## config.mk

```make
export PLATFORM = sky130hd
export DESIGN_NAME = clk_meas_ctrl
export DESIGN_NICKNAME = d
export VERILOG_FILES = /design/src/rtl/clk_meas_pkg.sv /design/src/rtl/clk_meas_ctrl.sv
export SDC_FILE = /design/constraint.sdc
export NUM_CORES = 1
export LEC_CHECK = 0
export BUFFER_PORTS_ARGS = -buffer_cell sky130_fd_sc_hd__buf_4
export CAP_MARGIN = 40
export CORE_MARGIN = 2
export CORE_UTILIZATION = 55
export DETAILED_ROUTE_END_ITERATION = 8
export GPL_ROUTABILITY_DRIVEN = 0
export PLACE_DENSITY = 0.88
export SYNTH_ARGS = -nofsm -noshare
export SYNTH_HDL_FRONTEND = slang
export SYNTH_SLANG_ARGS = --single-unit
```

## constraint.sdc

```tcl
create_clock -name clk_fst -period 2.95 [get_ports clk_fst]
set_input_delay 0.59 -clock clk_fst [delete_from_list [all_inputs] [get_ports clk_fst]]
set_output_delay 0.59 -clock clk_fst [all_outputs]
set_load 0.1 [all_outputs]
```

## src/rtl/clk_meas_pkg.sv

```systemverilog
`default_nettype none
// +----------------------------------------------------------------------+
// | clk_meas_pkg : shared types and widths for the clock measurement ctrl |
// | Rev 1.0                                                              |
// +----------------------------------------------------------------------+
package clk_meas_pkg;

    localparam int c_cnt_w = 16;

    typedef enum logic [2:0] {
        IDLE    = 3'd0,
        RESTART = 3'd1,
        SETTLE  = 3'd2,
        SAMPLE  = 3'd3,
        RESP    = 3'd4
    } state_t;

endpackage : clk_meas_pkg
`default_nettype wire

```

## src/rtl/clk_meas_ctrl.sv

```systemverilog
`default_nettype none
// +----------------------------------------------------------------------+
// | clk_meas_ctrl : sequences an external high/low-time tester and       |
// | reports the first stable reading, or a timeout. Rev 1.0              |
// +----------------------------------------------------------------------+
module clk_meas_ctrl
    import clk_meas_pkg::*;
#(
    parameter int NUM_CH      = 4,
    parameter int RESTART_CYC = 2,
    parameter int SETTLE_CYC  = 64,
    parameter int SAMPLE_DIV  = 256,
    parameter int STABLE_CNT  = 4,
    parameter int TIMEOUT_CYC = 65535,
    localparam int c_sel_w    = (NUM_CH > 1) ? $clog2(NUM_CH) : 1
) (
    input  logic               clk_fst,
    input  logic               reset_n,
    input  logic               req_valid,
    output logic               req_ready,
    input  logic [c_sel_w-1:0] req_ch,
    output logic [c_sel_w-1:0] tst_sel,
    output logic               tst_restart,
    input  logic [15:0]        tst_ht,
    input  logic [15:0]        tst_lt,
    output logic               rsp_valid,
    input  logic               rsp_ready,
    output logic [15:0]        rsp_ht,
    output logic [15:0]        rsp_lt,
    output logic [16:0]        rsp_period,
    output logic               rsp_err
);

    localparam int c_ph_max  = (SETTLE_CYC > RESTART_CYC) ? SETTLE_CYC : RESTART_CYC;
    localparam int c_ph_w    = $clog2(c_ph_max + 1);
    localparam int c_div_w   = $clog2(SAMPLE_DIV + 1);
    localparam int c_match_w = $clog2(STABLE_CNT + 1);
    localparam int c_to_w    = $clog2(TIMEOUT_CYC + 1);

    localparam logic [c_ph_w-1:0]    c_restart_last = c_ph_w'(RESTART_CYC - 1);
    localparam logic [c_ph_w-1:0]    c_settle_last  = c_ph_w'(SETTLE_CYC - 1);
    localparam logic [c_div_w-1:0]   c_div_last     = c_div_w'(SAMPLE_DIV - 1);
    localparam logic [c_match_w-1:0] c_stable_val   = c_match_w'(STABLE_CNT);
    localparam logic [c_to_w-1:0]    c_to_last      = c_to_w'(TIMEOUT_CYC - 1);

    state_t                 r_state, w_state;
    logic [c_ph_w-1:0]      r_phase_cnt, w_phase_cnt;
    logic [c_div_w-1:0]     r_div_cnt, w_div_cnt;
    logic [c_match_w-1:0]   r_match_cnt, w_match_cnt;
    logic [c_to_w-1:0]      r_to_cnt, w_to_cnt;
    logic [c_cnt_w-1:0]     r_snap_ht, w_snap_ht;
    logic [c_cnt_w-1:0]     r_snap_lt, w_snap_lt;

    logic                   w_req_ready;
    logic [c_sel_w-1:0]     w_tst_sel;
    logic                   w_tst_restart;
    logic                   w_rsp_valid;
    logic [c_cnt_w-1:0]     w_rsp_ht, w_rsp_lt;
    logic [c_cnt_w:0]       w_rsp_period;
    logic                   w_rsp_err;

    logic                   w_sample, w_match, w_stable, w_timeout;
    logic [c_match_w-1:0]   w_match_inc;

    always_comb begin
        w_state       = r_state;
        w_phase_cnt   = r_phase_cnt;
        w_div_cnt     = r_div_cnt;
        w_match_cnt   = r_match_cnt;
        w_to_cnt      = r_to_cnt;
        w_snap_ht     = r_snap_ht;
        w_snap_lt     = r_snap_lt;
        w_req_ready   = req_ready;
        w_tst_sel     = tst_sel;
        w_tst_restart = 1'b0;
        w_rsp_valid   = rsp_valid;
        w_rsp_ht      = rsp_ht;
        w_rsp_lt      = rsp_lt;
        w_rsp_period  = rsp_period;
        w_rsp_err     = rsp_err;

        // A zero count means the tester has not seen a full edge pair yet.
        w_sample    = (r_div_cnt == c_div_last);
        w_match     = (tst_ht == r_snap_ht) && (tst_lt == r_snap_lt) &&
                      (tst_ht != '0) && (tst_lt != '0);
        w_match_inc = r_match_cnt + 1'b1;
        w_stable    = w_sample && w_match && (w_match_inc == c_stable_val);
        w_timeout   = (r_to_cnt == c_to_last);

        case (r_state)
            IDLE: begin
                if (req_valid && req_ready) begin
                    w_state       = RESTART;
                    w_req_ready   = 1'b0;
                    w_tst_restart = 1'b1;
                    w_phase_cnt   = '0;
                    w_tst_sel     = (int'(req_ch) < NUM_CH) ? req_ch : '0;
                end
            end
            RESTART: begin
                if (r_phase_cnt == c_restart_last) begin
                    w_state     = SETTLE;
                    w_phase_cnt = '0;
                end else begin
                    w_tst_restart = 1'b1;
                    w_phase_cnt   = r_phase_cnt + 1'b1;
                end
            end
            SETTLE: begin
                if (r_phase_cnt == c_settle_last) begin
                    w_state     = SAMPLE;
                    w_phase_cnt = '0;
                    w_div_cnt   = '0;
                    w_match_cnt = '0;
                    w_to_cnt    = '0;
                    w_snap_ht   = '0;
                    w_snap_lt   = '0;
                end else begin
                    w_phase_cnt = r_phase_cnt + 1'b1;
                end
            end
            SAMPLE: begin
                w_div_cnt = w_sample ? '0 : r_div_cnt + 1'b1;
                w_to_cnt  = r_to_cnt + 1'b1;
                if (w_sample) begin
                    if (w_match) begin
                        w_match_cnt = w_match_inc;
                    end else begin
                        w_snap_ht   = tst_ht;
                        w_snap_lt   = tst_lt;
                        w_match_cnt = '0;
                    end
                end
                // Stable wins over timeout; on timeout the pre-sample snapshot is reported.
                if (w_stable || w_timeout) begin
                    w_state      = RESP;
                    w_rsp_valid  = 1'b1;
                    w_rsp_ht     = r_snap_ht;
                    w_rsp_lt     = r_snap_lt;
                    w_rsp_period = {1'b0, r_snap_ht} + {1'b0, r_snap_lt};
                    w_rsp_err    = !w_stable;
                end
            end
            RESP: begin
                if (rsp_ready) begin
                    w_state     = IDLE;
                    w_rsp_valid = 1'b0;
                    w_req_ready = 1'b1;
                end
            end
            default: begin
                w_state     = IDLE;
                w_req_ready = 1'b1;
                w_rsp_valid = 1'b0;
            end
        endcase
    end

    always_ff @(posedge clk_fst) begin
        if (!reset_n) begin
            r_state     <= IDLE;
            r_phase_cnt <= '0;
            r_div_cnt   <= '0;
            r_match_cnt <= '0;
            r_to_cnt    <= '0;
            r_snap_ht   <= '0;
            r_snap_lt   <= '0;
            req_ready   <= 1'b1;
            tst_sel     <= '0;
            tst_restart <= 1'b0;
            rsp_valid   <= 1'b0;
            rsp_ht      <= '0;
            rsp_lt      <= '0;
            rsp_period  <= '0;
            rsp_err     <= 1'b0;
        end else begin
            r_state     <= w_state;
            r_phase_cnt <= w_phase_cnt;
            r_div_cnt   <= w_div_cnt;
            r_match_cnt <= w_match_cnt;
            r_to_cnt    <= w_to_cnt;
            r_snap_ht   <= w_snap_ht;
            r_snap_lt   <= w_snap_lt;
            req_ready   <= w_req_ready;
            tst_sel     <= w_tst_sel;
            tst_restart <= w_tst_restart;
            rsp_valid   <= w_rsp_valid;
            rsp_ht      <= w_rsp_ht;
            rsp_lt      <= w_rsp_lt;
            rsp_period  <= w_rsp_period;
            rsp_err     <= w_rsp_err;
        end
    end

endmodule : clk_meas_ctrl
`default_nettype wire
```

Word level (Yosys, flattened, before mapping)
Cells that the tools add are included.
{"block": "word_totals", "wordCells": 98, "out_inout_bits": 55, "regBits": 125}
{"block": "classes", "n_eq_ne": 18, "mux": 34, "n_bitwise": 2, "add_sub_neg": 5, "n_reduce_logical": 24}
{"op": "16-bit one-hot mux with 2 select lines", "count": 3}
{"op": "16-bit 2-to-1 mux", "count": 5}
{"op": "16-bit == test", "count": 2}
{"op": "16-bit nonzero test", "count": 2}
{"op": "3-bit 2-to-1 mux", "count": 8}
{"op": "7-bit 2-to-1 mux", "count": 3}
{"op": "7-bit one-hot mux with 3 select lines", "count": 1}
{"op": "9-bit 2-to-1 mux", "count": 2}
{"op": "9-bit one-hot mux with 2 select lines", "count": 1}
{"op": "16-bit by 16-bit adder with 17-bit output", "count": 1}
{"op": "16-bit by 1-bit adder with 16-bit output, second input constant", "count": 1}
{"op": "16-bit == test, second input constant", "count": 1}
{"op": "3-bit one-hot mux with 5 select lines", "count": 1}
{"op": "2-bit != test, second input constant", "count": 7}
{"op": "9-bit by 1-bit adder with 9-bit output, second input constant", "count": 1}
{"op": "9-bit by 8-bit == test with 1-bit output, second input constant", "count": 1}
{"op": "3-bit AND reduction", "count": 3}
{"op": "2-bit AND reduction", "count": 4}
{"op": "7-bit by 1-bit adder with 7-bit output, second input constant", "count": 1}
{"op": "7-bit by 1-bit == test with 1-bit output, second input constant", "count": 1}
{"op": "7-bit by 6-bit == test with 1-bit output, second input constant", "count": 1}
{"op": "3-bit by 2-bit == test with 1-bit output, second input constant", "count": 2}
{"op": "3-bit == test, second input constant", "count": 2}
{"op": "1-bit logical AND", "count": 6}
{"op": "other kinds (15)", "count": 23}

Logic depth before layout (Yosys ltp)
{"block": "logic_depth", "depth_word": 9, "ltp_mapped": 10, "ltp_nobuf": 10}

Worst setup path before layout
OpenSTA, ideal clock, no wires.
{"block": "synth_timing", "kind": "register -> register", "startpoint": "reg req_ready", "endpoint": "reg r_phase_cnt[5]", "synth_period_minus_slack_ns": 2.351, "n_path_buf": 0, "setup_slack_ns": 0.599, "setup_time_ns": 0.072, "t_arrival_ns": 2.279, "path_stages_with_launch": 6, "cell_sequence": "dfxtp_1 > nand2_1 > a211oi_1 > nand4_1 > or3_1 > a21oi_1"}
{"block": "synth_between", "elab_chain_len": 3}
{"element": "start, declared", "line": "clk_meas_ctrl.sv:20", "rtl": "output logic req_ready,"}
{"element": "start signal, assigned", "line": "clk_meas_ctrl.sv:184", "rtl": "req_ready <= w_req_ready;"}
{"element": "1-bit logical AND", "line": "clk_meas_ctrl.sv:92", "rtl": "if (req_valid && req_ready) begin"}
{"element": "2-bit != test (no line)"}
{"element": "2-bit AND reduction (no line)"}
{"element": "end signal, assigned", "line": "clk_meas_ctrl.sv:178", "rtl": "r_phase_cnt <= w_phase_cnt;"}
{"element": "end, declared", "line": "clk_meas_ctrl.sv:47", "rtl": "logic [c_ph_w-1:0] r_phase_cnt, w_phase_cnt;"}
No other way between the ends.
A chain may end at the register's enable or synchronous reset.

Worst setup path after layout
{"block": "layout_timing", "startpoint": "reg r_div_cnt[0]", "endpoint": "reg rsp_period[4]"}
{"block": "layout_between", "elab_chain_len": 5}
{"element": "start, declared", "line": "clk_meas_ctrl.sv:48", "rtl": "logic [c_div_w-1:0] r_div_cnt, w_div_cnt;"}
{"element": "start signal, assigned", "line": "clk_meas_ctrl.sv:179", "rtl": "r_div_cnt <= w_div_cnt;"}
{"element": "9-bit by 8-bit == test with 1-bit output", "line": "clk_meas_ctrl.sv:83", "rtl": "w_sample = (r_div_cnt == c_div_last);"}
{"element": "1-bit logical AND (2 in a row)", "line": "clk_meas_ctrl.sv:87", "rtl": "w_stable = w_sample && w_match && (w_match_inc == c_stable_val);"}
{"element": "1-bit logical OR", "line": "clk_meas_ctrl.sv:135", "rtl": "if (w_stable || w_timeout) begin"}
{"element": "2-bit AND reduction (no line)"}
{"element": "end signal, assigned", "line": "clk_meas_ctrl.sv:190", "rtl": "rsp_period <= w_rsp_period;"}
{"element": "end, declared", "line": "clk_meas_ctrl.sv:30", "rtl": "output logic [16:0] rsp_period,"}
No other way between the ends.

==> impl_metrics.ini <==
[sta]
fin_ws_ns = 0.300
worst_pin_slew_ns = 0.556
slew_headroom = 0.629
maxSlewViolCount = 0
rsz0062_at_grt = no
fin_crit_sh = 0.898
final_hold_viol_count = 0
clock.fmax_mhz = 377
fin_setup_tns_ns = 0
min_period_ns = 2.65
hold_ws_ns = 0.416
finClkSkew_ns = 0.00697
finalSetupViolations = 0

[worst_setup_path]
worst-setup-path-type = reg2reg
regToRegSetupSlack_ns = 0.30
cp-start-kind = register
cp.required_ns = 3.30
critPathMaxFanout = 16
cp.arrival_ns = 3.00
end_kind = register

[route]
wl_mm = 17.1
drtIter0Drc = 657
avgRoutedWirePerCell_um = 17.5
detail-route-antenna-nets = 0
vias = 5870
first_pass_iters = 6
via_per_inst = 6.01
drc = 0

[final_layout]
drive_gt1_frac = 0.187
fillers = 836
fin_nets = 883
n_antenna_cell = 0
area_growth_pct = 23.3
post-route-util = 0.692
stdcell_count = 977

[clocking]
postCtsResizedCells = 0
clkSinkCount = 125
clock-root-buffer = clkbuf_16
cts_setup_buffers = 0
clkTransAtPathRegs_ns = 0.05
cts_tree = yes
cts_buffers = 17
ctsHoldBuffers = 0
clock_latency_ns = 0.42
cts-htree-levels = 4
clock_path_buffers = 2

[min_path]
hold_path.class = in2reg

[synthesis]
synthTopCellsByCount = dfxtp_1, nand2_1, nor2_1, a21oi_1, mux2i_1
avgSynthCellArea_um2 = 8.72
ys_ff_latch = 125
synth_nets = 794
synthCells = 732
yosysWarnings = 0
synth.distinct_cells = 62
synth_area_mm2 = 0.00638
postSynth.asyncResetShare = 0
yosysSeqAreaShare = 0.392
synthFlopType = dfxtp_1
synth_top_area_share = 0.392
synth_top_cell_by_area = dfxtp_1
synthTopCellsByArea = dfxtp_1, mux2i_1, xor2_1, ha_1, nand2_1
yosysMostFrequentCell = dfxtp_1
synth_edf_count = 0

[outcome]
status = completed

[placed_design]
dp.cells = 945
io_buffers = 92
pre_cts_ws_ns = 0.220
dp_hpwl_mm = 11.6

[global_routing]
grt_pass1_vias = 5525
grtUsageTotal = 0.275
grt_first_pass_wirelength_mm = 27.8
antenna_found_initial = 0
grt_max_degree = 64
grt_overflow = 0

[flow_run]
maxCapViolCount = 0

[floorplanning]
pin_count = 93
fp.dieH_um = 112
num_rows = 39
start_util = 0.561
die_width_um = 112
core_area_mm2 = 0.0114
die_area_mm2 = 0.0125

[power]
pwr_density_cell_mw_per_mm2 = 517
irDropWorstVdd_mv = 0.417
p_leak_nw = 3.55
[critical path, stage by stage, from the launching register on]
cell and delay [ns]:
dfxtp_1 0.37, ha_1 0.24, nand3_2 0.15, nor4_2 0.33, nand2_1 0.15, nor4_2 0.50
o21ai_4 0.24, buf_12 0.23, a211o_1 0.22, a21oi_1 0.13
[final cells by class]
cell class              count  area [um2]  share of cell area
clock buffers              23         498              0.0633
multi-input cells         558        3670               0.467
well taps                 143         179              0.0227
flip-flops and latches    125        2500               0.318
clock inverters             9         109              0.0138
inverters                  13        48.8             0.00620
repair buffers            106         858               0.109
[kinds of logic (layout without fill, tap and decap cells)]
| logic type | count (synthesis) | after routing | share of synthesized area |
|---|---|---|---|
| AOI/OAI and AO/OA | 153 | 153 | 0.154 |
| buffers and inverters | 49 | 151 | 0.0349 |
| and+or+nand+nor | 286 | 286 | 0.231 |
| xor gates and xnor gates | 47 | 47 | 0.0645 |
| muxes | 48 | 48 | 0.0753 |
| adders and majority gates | 24 | 24 | 0.0482 |
| DFF | 125 | 125 | 0.392 |
[worst paths after layout]
check,start,cells past startpoint,to
hold reg to reg,r_to_cnt[5],1,r_to_cnt[5]
setup reg to reg,r_div_cnt[0],9,rsp_period[4]
hold / removal,req_ch[1],3,tst_sel[1]
setup / recovery,r_div_cnt[0],9,rsp_period[4]
[registers in the layout, summed over array words and instances (netlist names), 7 cells and up]
name / cells
r_div_cnt: 9
rsp_period: 17
rsp_lt: 16
r_snap_lt: 16
r_to_cnt: 16
rsp_ht: 16
r_phase_cnt: 7
r_snap_ht: 16
[where the power goes]
group          switching (W)  internal [W]
sequential        0.00000933       0.00170
combinational       0.000153     0.0000936
clock               0.000761       0.00135
total               0.000923       0.00315
[metrics by stage]
stage,total power (W),area [um2]
after floorplan,0.00188,6380
after global placement,0.00198,7240
after detailed placement,0.00198,7260
after CTS,0.00407,7870
after global routing,0.00418,7870
final,0.00407,7870
[placed cells by master, fill, tap and decap left out, types with 3 or more instances in the layout]
cell type / Yosys / final
and2_1: 4 / 4
nor3b_1: 3 / 3
clkinvlp_4: 0 / 4
or3_1: 4 / 4
nor2b_1: 36 / 35
clkbuf_16: 0 / 17
xnor2_1: 9 / 9
nand4_1: 10 / 10
ha_1: 23 / 23
a21boi_0: 3 / 3
nor2_1: 58 / 58
o21a_1: 6 / 6
a22oi_1: 6 / 6
a21o_1: 7 / 7
a31oi_1: 7 / 7
nand3_1: 42 / 42
xor2_1: 38 / 38
nand3b_1: 3 / 3
clkbuf_8: 0 / 5
a211oi_1: 5 / 5
nor3_1: 10 / 10
a21boi_1: 16 / 16
nor4_2: 6 / 6
and3_1: 10 / 10
mux2i_1: 48 / 48
o211a_1: 5 / 5
buf_12: 0 / 5
a21oi_1: 49 / 49
nand2_1: 71 / 71
inv_1: 12 / 12
nor4_1: 16 / 16
buf_4: 6 / 101
o21ai_0: 30 / 30
dfxtp_1: 125 / 125
[routing by layer]
| layer | vias to the layer above | track usage | share of wire |
|---|---|---|---|
| met5 | - | 0 | 0 |
| met4 | 0 | 0.107 | 0.027 |
| met3 | 44 | 0.0702 | 0.076 |
| met2 | 285 | 0.435 | 0.46 |
| met1 | 2761 | 0.363 | 0.44 |
| li1 | 2780 | - | - |
Note: power is estimated with default switching activity, not from simulation.
